### src/rtl/frame_builder_pkg.sv
// Shared types and constants for the frame builder's entity scan path.
package frame_builder_pkg;

    localparam int ENT_ID_W       = 4;
    localparam int UPSCALE        = 5;
    localparam int TILE_PIX       = 8;
    localparam int TILE_LEN_PIXEL = TILE_PIX * UPSCALE;
    localparam int SCREEN_W       = 640;
    localparam int SCREEN_H       = 480;

    localparam logic [ENT_ID_W-1:0] ENTITY_NULL_ID = '1;

    typedef struct packed {
        logic [ENT_ID_W-1:0] id;
        logic [1:0]          orient;
        logic [7:0]          tile;      // [3:0] column, [7:4] row
    } entity_t;

    typedef struct packed {
        logic [2:0]          row;
        logic [ENT_ID_W-1:0] id;
        logic [1:0]          orient;
    } det_out_t;

    localparam entity_t ENTITY_EMPTY = '{id: ENTITY_NULL_ID, orient: 2'b00, tile: 8'h00};

    function automatic logic id_used(input logic [ENT_ID_W-1:0] id);
        return id != ENTITY_NULL_ID;
    endfunction

endpackage

### src/rtl/entity_slot_match.sv
// One entity slot: tile compare against the current pixel and sprite-row flip.
module entity_slot_match
    import frame_builder_pkg::*;
(
    input  entity_t    ent_i,
    input  logic       flip_i,
    input  logic       in_screen_i,
    input  logic [3:0] tile_x_i,
    input  logic [3:0] tile_y_i,
    input  logic [2:0] row_i,
    output logic       hit_o,
    output det_out_t   det_o
);

    always_comb begin
        hit_o = in_screen_i && id_used(ent_i.id)
                && (ent_i.tile[3:0] == tile_x_i)
                && (ent_i.tile[7:4] == tile_y_i);
        det_o = '{row: (flip_i ? ~row_i : row_i), id: ent_i.id, orient: ent_i.orient};
    end

endmodule

### src/rtl/entity_scan_unit.sv
// Double-buffered entity table with a two-stage per-pixel hit detector.
// Shadow writes become visible only when frame_start commits them to the active table.
module entity_scan_unit
    import frame_builder_pkg::*;
#(
    parameter int NUM_ENTITIES   = 9,
    parameter int ID_W           = ENT_ID_W,
    parameter int UPSCALE_FACTOR = UPSCALE,
    parameter int TILE_SIZE      = TILE_PIX,
    parameter int SCREEN_TILES_H = 16,
    parameter int SCREEN_TILES_V = 12
) (
    input  logic                           clk,
    input  logic                           reset,
    input  logic                           wr_valid,
    output logic                           wr_ready,
    input  logic [$clog2(NUM_ENTITIES)-1:0] wr_index,
    input  logic [ID_W+9:0]                wr_entity,
    input  logic                           wr_flip,
    input  logic                           frame_start,
    input  logic                           pix_valid,
    input  logic [9:0]                     counter_H,
    input  logic [9:0]                     counter_V,
    output logic                           out_valid,
    output logic                           out_hit,
    output logic [ID_W+4:0]                out_entity,
    output logic [$clog2(NUM_ENTITIES)-1:0] out_index,
    output logic                           out_overlap
);

    localparam int IDX_W    = $clog2(NUM_ENTITIES);
    localparam int CNT_W    = $clog2(NUM_ENTITIES + 1);
    localparam int TILE_LEN = TILE_SIZE * UPSCALE_FACTOR;
    localparam int SCR_W    = SCREEN_TILES_H * TILE_LEN;
    localparam int SCR_H    = SCREEN_TILES_V * TILE_LEN;

    // ------------------------------------------------------------------
    // Entity tables
    // ------------------------------------------------------------------
    entity_t                 shadow_q [NUM_ENTITIES];
    entity_t                 shadow_d [NUM_ENTITIES];
    logic [NUM_ENTITIES-1:0] sh_flip_q;
    logic [NUM_ENTITIES-1:0] sh_flip_d;
    entity_t                 active_q [NUM_ENTITIES];
    logic [NUM_ENTITIES-1:0] act_flip_q;

    // The commit cycle owns the shadow table, so writes wait one cycle.
    assign wr_ready = ~frame_start;

    always_comb begin
        shadow_d  = shadow_q;
        sh_flip_d = sh_flip_q;
        if (wr_valid && wr_ready) begin
            for (int i = 0; i < NUM_ENTITIES; i++) begin
                if (wr_index == IDX_W'(i)) begin
                    shadow_d[i]  = entity_t'(wr_entity);
                    sh_flip_d[i] = wr_flip;
                end
            end
        end
    end

    always_ff @(posedge clk) begin
        if (reset) begin
            for (int i = 0; i < NUM_ENTITIES; i++) begin
                shadow_q[i] <= ENTITY_EMPTY;
                active_q[i] <= ENTITY_EMPTY;
            end
            sh_flip_q  <= '0;
            act_flip_q <= '0;
        end else begin
            shadow_q  <= shadow_d;
            sh_flip_q <= sh_flip_d;
            if (frame_start) begin
                active_q   <= shadow_q;
                act_flip_q <= sh_flip_q;
            end
        end
    end

    // ------------------------------------------------------------------
    // S1: pixel to tile coordinates and sprite row
    // ------------------------------------------------------------------
    logic       s1_valid_q,     s1_valid_d;
    logic       s1_in_screen_q, s1_in_screen_d;
    logic [3:0] s1_tile_x_q,    s1_tile_x_d;
    logic [3:0] s1_tile_y_q,    s1_tile_y_d;
    logic [2:0] s1_row_q,       s1_row_d;

    // Quotients only need 4 bits inside the visible area; in_screen masks the rest.
    always_comb begin
        s1_valid_d     = pix_valid;
        s1_in_screen_d = (counter_H < 10'(SCR_W)) && (counter_V < 10'(SCR_H));
        s1_tile_x_d    = 4'(counter_H / 10'(TILE_LEN));
        s1_tile_y_d    = 4'(counter_V / 10'(TILE_LEN));
        s1_row_d       = 3'((counter_V % 10'(TILE_LEN)) / 10'(UPSCALE_FACTOR));
    end

    always_ff @(posedge clk) begin
        if (reset) begin
            s1_valid_q     <= 1'b0;
            s1_in_screen_q <= 1'b0;
            s1_tile_x_q    <= '0;
            s1_tile_y_q    <= '0;
            s1_row_q       <= '0;
        end else begin
            s1_valid_q     <= s1_valid_d;
            s1_in_screen_q <= s1_in_screen_d;
            s1_tile_x_q    <= s1_tile_x_d;
            s1_tile_y_q    <= s1_tile_y_d;
            s1_row_q       <= s1_row_d;
        end
    end

    // ------------------------------------------------------------------
    // S2: per-slot match, priority select, overlap count
    // ------------------------------------------------------------------
    logic [NUM_ENTITIES-1:0] hit;
    det_out_t                det [NUM_ENTITIES];

    for (genvar g = 0; g < NUM_ENTITIES; g++) begin : g_slot
        entity_slot_match u_match (
            .ent_i       (active_q[g]),
            .flip_i      (act_flip_q[g]),
            .in_screen_i (s1_in_screen_q),
            .tile_x_i    (s1_tile_x_q),
            .tile_y_i    (s1_tile_y_q),
            .row_i       (s1_row_q),
            .hit_o       (hit[g]),
            .det_o       (det[g])
        );
    end

    logic             out_valid_q,   out_valid_d;
    logic             out_hit_q,     out_hit_d;
    det_out_t         out_entity_q,  out_entity_d;
    logic [IDX_W-1:0] out_index_q,   out_index_d;
    logic             out_overlap_q, out_overlap_d;
    logic [CNT_W-1:0] hit_cnt;

    // Walk from the top slot down so the lowest-index hit is the last one written.
    always_comb begin
        out_valid_d  = s1_valid_q;
        out_hit_d    = |hit;
        out_entity_d = '1;
        out_index_d  = '0;
        hit_cnt      = '0;
        for (int i = NUM_ENTITIES - 1; i >= 0; i--) begin
            if (hit[i]) begin
                out_entity_d = det[i];
                out_index_d  = IDX_W'(i);
            end
        end
        for (int i = 0; i < NUM_ENTITIES; i++) begin
            hit_cnt = hit_cnt + CNT_W'(hit[i]);
        end
        out_overlap_d = (hit_cnt >= CNT_W'(2));
    end

    always_ff @(posedge clk) begin
        if (reset) begin
            out_valid_q   <= 1'b0;
            out_hit_q     <= 1'b0;
            out_entity_q  <= '1;
            out_index_q   <= '0;
            out_overlap_q <= 1'b0;
        end else begin
            out_valid_q   <= out_valid_d;
            out_hit_q     <= out_hit_d;
            out_entity_q  <= out_entity_d;
            out_index_q   <= out_index_d;
            out_overlap_q <= out_overlap_d;
        end
    end

    assign out_valid   = out_valid_q;
    assign out_hit     = out_hit_q;
    assign out_entity  = out_entity_q;
    assign out_index   = out_index_q;
    assign out_overlap = out_overlap_q;

endmodule

### config.mk
export PLATFORM = sky130hd
export DESIGN_NAME = entity_scan_unit
export DESIGN_NICKNAME = d
export VERILOG_FILES = /design/src/rtl/frame_builder_pkg.sv /design/src/rtl/entity_slot_match.sv /design/src/rtl/entity_scan_unit.sv
export SDC_FILE = /design/constraint.sdc
export NUM_CORES = 1
export LEC_CHECK = 0
export BUFFER_PORTS_ARGS = -buffer_cell sky130_fd_sc_hd__buf_4
export CAP_MARGIN = 25
export CORE_MARGIN = 2
export CORE_UTILIZATION = 40
export DETAILED_ROUTE_END_ITERATION = 10
export PLACE_DENSITY = 0.57
export SYNTH_ARGS = -nofsm -noshare
export SYNTH_HDL_FRONTEND = slang
export SYNTH_SLANG_ARGS = --single-unit
### constraint.sdc
create_clock -name clk -period 6.92 [get_ports clk]
set_input_delay 1.384 -clock clk [delete_from_list [all_inputs] [get_ports clk]]
set_output_delay 1.384 -clock clk [all_outputs]
set_load 0.05 [all_outputs]
Word level (Yosys, flattened, before mapping). Index checks and enable logic that the tools add are counted.

Multiplexer cells: 26. Add/sub/neg operators: 8. Equal/unequal tests: 35. Reduce and logical (&&, ||, !) cells: 44. Bitwise logic cells: 2. Order comparisons: 3. Div/mod/pow operators: 4.

Operator list (count): $mux 9 (9); $eq 4x4->1 (18); $mux 3 (13); $ne 4x4->1 const B (9); $logic_and 1x1->1 (29); $add 4x1->4 (5); $div 10x6->10 const B (2); $reduce_and 2->1 (9); $reduce_or 9->1 (2); $eq 4x3->1 const B (4); $div 10x3->10 const B (1); $lt 10x10->1 const B (1); $lt 10x9->1 const B (1); $mod 10x6->10 const B (1); $eq 4x2->1 const B (2); $reduce_or 5->1 (1); $add 3x1->4 (1); $eq 4x1->1 const B (1); $eq 4x4->1 const B (1); $ge 4x2->1 const B (1); $logic_not 4->1 (1); $mux 2 (2); $mux 4 (1); $add 2x1->3 (1); 6 further kinds (6).

Output and inout port bits: 17. Bits in registers: 299. Input port bits: 44. Word-level logic and storage cells: 201.

Longest topological paths before layout. Gate-level depths: netlist of run 1.

Depth after elaboration: 13. Mapped depth: 16. Mapped depth without buffers: 15.

Hierarchy. From an unflattened synthesis of run 1, not the netlist that was laid out.

Cells, all modules: 1699. Area, all modules: 14221.1 µm².

By module, submodules not included: entity_scan_unit (cells each 1501, sequential area each 5985.7 µm², area an instance 12655.9 µm², instances 1); entity_slot_match (cells each 22, sequential area each 0.0 µm², area an instance 173.9 µm², instances 9).

Worst setup path before layout of run 1. No wires, ideal clock.

Path kind: input to register. Start point: input port counter_V[4]. End point: register s1_row_q[0]. Slack: 2.652 ns. Setup time: 0.074 ns. Path buffers: 2. Stages: 14. Required time: 6.846 ns. Arrival time: 4.194 ns. Path through: buf_6 -> buf_6 -> a32o_1 -> a211oi_1 -> o221ai_1 -> a222oi_1 -> o21ai_1 -> a21o_1 -> ha_1 -> and2_1 -> o211ai_1 -> a41oi_1 -> a211o_1 -> a31oi_1.

Cells in the longest elaborated chain, start to end: 2.

RTL lines: start: declaration (RTL line entity_scan_unit.sv:23) `input logic [9:0] counter_V,`; $mod 10x6->10 (RTL line entity_scan_unit.sv:96) `s1_row_d = 3'((counter_V % 10'(TILE_LEN)) / 10'(UPSCALE_FACTOR));`; $div 10x3->10 (RTL line entity_scan_unit.sv:96); end signal: assignment (RTL line entity_scan_unit.sv:111) `s1_row_q <= s1_row_d;`; end: declaration (RTL line entity_scan_unit.sv:88) `logic [2:0] s1_row_q, s1_row_d;`.

Every way passes these cells. A chain may end at the register's enable or synchronous reset.

Worst setup path after layout of run 1.
Start point: input port counter_V[9]. End point: register s1_row_q[0].

The elaborated chain is that of the path after synthesis.

==> metrics.txt, run 1 <==
boundary pin count=61; Iteration-0 DRC Markers=~880; area taken by multi-input logic gates=~0.0073 mm^2; Least-Margin Pin Slew=around 1.1 ns; critical path type=in2reg; peak supply drop=approximately 0.16 mV; Final Max Tran Viols=0; via count=~11k; Worst-Skew Late Latency=between 0.5 and 0.6 ns; nature of the critical path startpoint=primary input; Leak=5.895 nW; max-cap violation count=0; number of fill cells=between 3k and 4k; Vert. Die Dim=about 190 um; worst path buffer plus inverter count=1; postcts setup bufs=0; detailed placer's ending HPWL=roughly 25000 um; combinational power share=roughly 10%; crit end category=register; Post-synth EDFFs=0; Routed WL=roughly 38000 um; Post-Route Skew=0.02518 ns; compound-gate portion of the synthesized area=15.31%; Synth Area in Simple Gates=a little under a quarter; hold-critical path depth=1; RR Startpoint=s1_tile_y_q[1]$_SDFF_PP0_; Final period util=just under 70%; DIE AREA=between 0.03 and 0.04 mm^2; area delta synth->final=11.73%; Seq pwr share=a little under half; XOR/XNOR Fraction of Synth Area=4.896%; fin crit period=4.791 ns; setup TNS=0 ns; Residual DRC=0; vias per inst=approximately 5.3; Worst Hold Class=reg2reg; warnings from Yosys=0; CTS tree=built; CTS buffer count=34; vias in the first global route=between 10k and 15k; Mean Syn Cell Area=8.282 um^2; Main synth FF type=dfxtp_1; post-synthesis mux area share=under 10%; worst hold start=out_valid_d$_SDFF_PP0_; setup ws final=2.129 ns; Rows=about 70; CP peak stage delay=roughly 0.84 ns; Worst Path Required=7.34 ns; Clk pwr share=44.7%; post-route ant nets=0; WL/cell=~18 um; Hold Path Sink=out_valid$_SDFF_PP0_; Max-slew headroom=28.69%; final setup violating endpoints=0; share of the yosys chip area belonging to registers=a little over two fifths; Fmax=between 200 and 250 MHz; initial antenna violation count=2; layout cells sized above 1=8.110%; M1 WL=18150 um; critical-path cell list=buf_4 > nor2b_1 > o31ai_1 > a311oi_1 > o21ai_1 > a222oi_1 > o21ai_1 > a21o_1 > ha_1 > and2_1 > o211ai_1 > a41oi_1 > a211o_1 > a31oi_1; max layer used=met5; WL met2=between 15000 and 20000 um; H-tree levels=2; Worst Path Max Fanout=25; largest family of logic cells by synthesized area=simple AND/OR/NAND/NOR gates; Synth Cell Area=around 0.014 mm^2; Final Hold Fails=0; gpl congestion=0.8021; Total GRT Usage=between 20% and 30%; Synth Area in Adders=about 1.3%; status=finished clean; reg2reg end=out_overlap$_SDFF_PP0_; count of state elements after synthesis=around 300; Tot Pwr=3.950 mW; first-pass GRT wire length=60670 um; largest net degree at the start of global routing=85; Synth Net Count=1739; CP Data Arrival Time=about 5.2 ns; # diodes=0; internal power=2.983 mW; Starting Density=~40%; Distinct cells, synth=73; Net Sw Frac=between 20% and 30%; met3 wire length=1651 um; TritonRoute pass-1 iters=7; P_sw=967.2 uW; grt ovf=0; root buf cell=clkbuf_16; Resized cells post-CTS=0; critical-path cell with the highest stage delay=a222oi_1; CTS Sinks=about 300; most used cell, CP=o21ai_1; PortBufs=60; Max clock buf depth=3; Pwr Density=between 200 and 300 mW/mm^2; R2R setup slack=2.37 ns; Reg2Reg Depth=11; register area=around 0.006 mm^2; cts hold-fix bufs=0; Largest delay share family, worst path=compound AO/OA/AOI/OAI gates; Place WS=1.737 ns; post-synthesis cell count=1685; Clock transition at path regs=0.05 ns; RSZ-0062 raised after global routing=no; Post-synth ARST share=0%; Die W=190.8 um; fin nets=approximately 1.7k; Core ar.=between 0.03 and 0.04 mm^2
area by class of cell:
cell class	count	share of cell area, %
Inverter	25	0.6099
Multi-Input combinational cell	1220	46.69
Clock buffer	53	6.500
Tap cell	455	3.651
Sequential cell	299	38.39
Clock inverter	6	0.5377
Timing Repair Buffer	74	3.619
synth_stat cells, types with 5 or more instances:
master,count,area (um^2)
and2_0,6,37.54
nand3_1,17,85.08
nor3b_1,8,60.06
nand3b_1,39,292.8
o21ai_0,31,155.2
o22a_1,5,43.79
nand2_1,334,1254
or2_2,5,31.28
nor2_1,144,540.5
and2_1,16,100.1
or3_1,8,50.05
nand4_1,29,181.4
nand2b_1,13,81.33
inv_1,23,86.33
nor2b_1,37,231.5
xnor2_1,76,665.6
a21oi_1,142,710.7
a211o_1,40,350.3
o221ai_1,8,70.07
buf_1,8,30.03
dfxtp_1,299,5986
mux2i_1,108,1081
a31oi_1,15,93.84
a221o_1,5,50.05
clkbuf_1,105,394.1
buf_2,18,90.09
o211ai_1,18,135.1
nor3_1,20,100.1
buf_4,6,45.04
fa_1,5,100.1
ha_1,5,62.56
o22ai_1,8,50.05
through the flow:
stage | util (%) | cell area (um^2) | hold WS (ns) | instances
finish | 45.25 | 15590 | 0.4395 | 2132
global route | 45.25 | 15590 | 0.4684 | 2132
CTS | 45.23 | 15590 | 0.4395 | 2131
detailed placement | 42.05 | 14490 | 0.4264 | 2072
global placement | 42.05 | 14490 | 0.4180 | 2072
floorplan | - | 13950 | 0.4138 | 1685
worst max-delay path by stage:
stage,start,end,slack (ns),depth (start not counted)
6_report,counter_V[9],s1_row_q[0]$_SDFF_PP0_,2.13,14
5_1_grt,counter_V[9],s1_row_q[0]$_SDFF_PP0_,1.91,14
4_1_cts,counter_V[9],s1_row_q[0]$_SDFF_PP0_,2.25,14
3_5_place_dp,counter_V[9],s1_row_q[0]$_SDFF_PP0_,1.74,14
3_3_place_gp,counter_V[9],s1_row_q[0]$_SDFF_PP0_,1.75,14
2_1_floorplan,counter_V[4],s1_row_q[0]$_SDFF_PP0_,2.65,14
cell usage in the layout (no fill, tap or decap), types with 29 or more instances in the layout:
cell type,instances
buf_4,71
o21ai_0,31
dfxtp_1,299
mux2i_1,108
clkbuf_16,35
xnor2_1,76
nand2_1,334
nor2b_1,37
nand4_1,29
a211o_1,40
a21oi_1,142
nor2_1,144
nand3b_1,39
sequential cells by signal, summed over array words and instances (netlist names):
signal,cells
act_flip_q,9
active_q,126
out_entity,9
out_hit,1
out_index,4
out_overlap,1
out_valid,1
out_valid_d,1
s1_in_screen_q,1
s1_row_q,3
s1_tile_x_q,4
s1_tile_y_q,4
sh_flip_q,9
shadow_q,126
power by group through the flow:
stage / combinational [mW] / sequential, mW / clock, mW
6_report: 0.394 / 1.79 / 1.77
2_1_floorplan: 0.289 / 1.82 / 0
5_1_grt: 0.431 / 1.79 / 1.87
4_1_cts: 0.394 / 1.79 / 1.80
3_5_place_dp: 0.392 / 1.83 / 0
3_3_place_gp: 0.394 / 1.83 / 0
per-layer routing:
layer,vias to the layer above,track usage [%]
met5,-,0
met4,4,5.158
met3,60,3.349
met2,225,34.63
met1,5413,28.72
li1,5697,-
cells by family (layout without fill, tap and decap cells):
logic type	count (synthesis)	count (layout)
and+or+nand+nor	694	694
AOI/OAI and AO/OA	328	328
DFF	299	299
buffers and inverters	166	158
muxes	108	108
xor gates and xnor gates	78	78
adders and majority gates	12	12
worst reg2reg max path: stages (launching register included):
cell and delay (ns):
dfxtp_1 0.75, xnor2_1 0.23, nand4_1 0.15, nor3_1 0.71, inv_1 0.42, fa_1 0.57, fa_1 0.49, inv_1 0.05
fa_1 0.39, fa_1 0.39, o21ai_0 0.18, a21oi_1 0.09
Power figures use the tool's default switching activity.
==> inputs of run 2 (changes only) <==
Settings changed: PLACE_DENSITY 0.57 to 0.59.
Clock period 6.92 ns to 4 ns, I/O delays scaled along.
==> run 2 against run 1 <==
First-iteration DRC count is 9.9% lower. Final area is 2.9% higher. Wire length is 2.6% higher. Register-to-register slack worse by 2.1 ns. Sequential share of layout area is 1.1 points lower. Critical endpoint is now out_overlap$_SDFF_PP0_. Sequential cell count stayed put. Critical path depth is 2 lower. Critical path type is now reg2reg. Via count is 2.8% higher.
==> metrics.txt, run 2 (same netlist as run 1, synthesis figures left out) <==
status=finished clean (unchanged); fin area=0.01604 mm^2 (was 0.01559 mm^2); initial antenna violation count=2 (unchanged); gpl congestion=0.9172 (was 0.8021); nature of the critical path startpoint=register (was primary input); top flop regs=active_q (126), shadow_q (126) (unchanged); critical-path cell list=xnor2_1 > nand4_1 > nor3_2 > fa_1 > inv_1 > fa_1 > fa_1 > inv_1 > fa_1 > fa_1 > o21ai_0 > a21oi_1 (was buf_4 > nor2b_1 > o31ai_1 > a311oi_1 > o21ai_1 > a222oi_1 > o21ai_1 > a21o_1 > ha_1 > and2_1 > o211ai_1 > a41oi_1 > a211o_1 > a31oi_1); WL/cell=18.00 um (was 17.98 um); most frequent cells in the layout=nand2_1, dfxtp_1, nor2_1, a21oi_1, buf_4 (was nand2_1, dfxtp_1, nor2_1, a21oi_1, mux2i_1); detailed placer's ending HPWL=26370 um (was 24900 um); H-tree levels=2 (unchanged); boundary pin count=61 (unchanged); CP peak stage delay=0.49 ns (was 0.84 ns); Total GRT Usage=21.60% (was 21.03%); critical path type=reg2reg (was in2reg); R2R setup slack=0.24 ns (was 2.37 ns); Pwr Density=430.1 mW/mm^2 (was 253.3 mW/mm^2); Max-slew headroom=27.28% (was 28.69%); Worst Path Max Fanout=5 (was 25); Seq pwr share=44.6% (was 45.3%); root buf cell=clkbuf_16 (unchanged); Post-Route Skew=0.02380 ns (was 0.02518 ns); combinational power share=11.0% (was 10.0%); critical-path cell with the highest stage delay=fa_1 (was a222oi_1); Place WS=0.1078 ns (was 1.737 ns); internal power=5.177 mW (was 2.983 mW); peak supply drop=0.2674 mV (was 0.1616 mV); postcts setup bufs=0 (unchanged); Vert. Die Dim=190.8 um (unchanged); Final period util=between 90% and 100%; setup TNS=0 ns (unchanged); first-pass GRT wire length=62240 um (was 60670 um); Routed WL=39330 um (was 38320 um); leading cell type in the layout, fill and taps excluded=nand2_1 (unchanged); Iteration-0 DRC Markers=796 (was 883); fin crit period=about 3.8 ns; Final Max Tran Viols=0 (unchanged); CTS Sinks=299 (unchanged); grt ovf=0 (unchanged); crit end category=register (unchanged); Net Sw Frac=24.96% (was 24.49%); area delta synth->final=14.93% (was 11.73%); worst path buffer plus inverter count=2 (was 1); Worst Path Required=4.36 ns (was 7.34 ns); post-route ant nets=0 (unchanged); Worst Hold Class=reg2reg (unchanged); DIE AREA=0.03640 mm^2 (unchanged); Leak=6.157 nW (was 5.895 nW); non-filler instance count after layout=2185 (was 2132); cts hold-fix bufs=0 (unchanged); Final Hold Fails=0 (unchanged); most used cell, CP=fa_1 (was o21ai_1); fin nets=1759 (was 1708); final setup violating endpoints=0 (unchanged); Fmax=between 200 and 300 MHz; Die W=190.8 um (unchanged); CTS tree=built (unchanged); via count=11.72k (was 11.40k); Max clock buf depth=3 (unchanged); Worst-Skew Late Latency=0.51 ns (about the same); vias in the first global route=11.06k (was 10.74k); Least-Margin Pin Slew=1.091 ns (was 1.070 ns); setup ws final=0.2386 ns (was 2.129 ns); Post-DP Area=0.01491 mm^2 (was 0.01449 mm^2); Rows=68 (unchanged); Clock transition at path regs=0.06 ns (was 0.05 ns); dpl cells=2122 (was 2072); TritonRoute pass-1 iters=5 (was 7); vias per inst=5.363 (was 5.347); max-cap violation count=0 (unchanged); layout cells sized above 1=11.00% (was 8.110%); Starting Density=40.50% (unchanged); P_sw=1.722 mW (was 967.2 uW); PortBufs=60 (unchanged); Core ar.=0.03446 mm^2 (unchanged); Residual DRC=0 (unchanged); Clk pwr share=44.5% (was 44.7%); CTS buffer count=35 (was 34); Largest delay share family, worst path=adder cells (was compound AO/OA/AOI/OAI gates); RSZ-0062 raised after global routing=no (unchanged); largest net degree at the start of global routing=161 (was 85); CP Data Arrival Time=4.12 ns (was 5.21 ns)
## run 2: cell count changes in the layout (fill, tap and decap cells not counted), sizes merged
cell,previous run,this run
diode,0,2
clkinvlp,0,1
buf,73,123
clkbuf,54,51
inv,24,27
## run 2: power groups by stage
stage | Combinational, mW | Clock [mW] | Sequential [mW]
CTS | 0.754 | 3.13 | 3.07
finish | 0.757 | 3.07 | 3.07
global route | 0.820 | 3.24 | 3.08
global placement | 0.750 | 0 | 3.14
detailed placement | 0.752 | 0 | 3.14
floorplan | 0.500 | 0 | 3.14
## run 2: area by class of cell
cell class	instances	area [um^2]
Antenna cell	2	5.005
Timing Repair Buffer	124	994.7
Multi-Input combinational cell	1220	7284
Fill cell	3397	18420
Clock inverter	10	120.1
Tap cell	455	569.3
Sequential cell	299	5987
Clock buffer	50	982.2
Inverter	25	95.09
## run 2: layer usage
metal / GRT usage, % / vias to the layer above / routed length [um]
li1: - / 5814 / -
met1: 29.42 / 5571 / 18200
met2: 36.09 / 276 / 18460
met3: 3.055 / 58 / 1993
met4: 4.979 / 0 / 686
met5: 0 / - / 0
## run 2: repair_timing
action | in CTS | in global routing
endpoints found under the setup margin | 0 | 1
gates resized for setup | 0 | 2
endpoints found under the hold margin | 0 | 0
## run 2: final timing paths
| check | from | endpoint | cells after the start |
|---|---|---|---|
| setup / recovery | s1_tile_y_q[0]$_SDFF_PP0_ | out_overlap$_SDFF_PP0_ | 12 |
| hold / removal | out_valid_d$_SDFF_PP0_ | out_valid$_SDFF_PP0_ | 1 |
| setup reg to reg | s1_tile_y_q[0]$_SDFF_PP0_ | out_overlap$_SDFF_PP0_ | 12 |
| hold reg to reg | out_valid_d$_SDFF_PP0_ | out_valid$_SDFF_PP0_ | 1 |
## run 2: per-stage QoR
stage	power, mW	hold slack, ns	utilization, %
2_1_floorplan	3.643	0.4138	-
3_3_place_gp	3.888	0.4175	43.28
5_1_grt	7.140	0.4667	46.53
3_5_place_dp	3.890	0.4438	43.28
4_1_cts	6.963	0.4533	46.48
6_report	6.899	0.4449	46.54
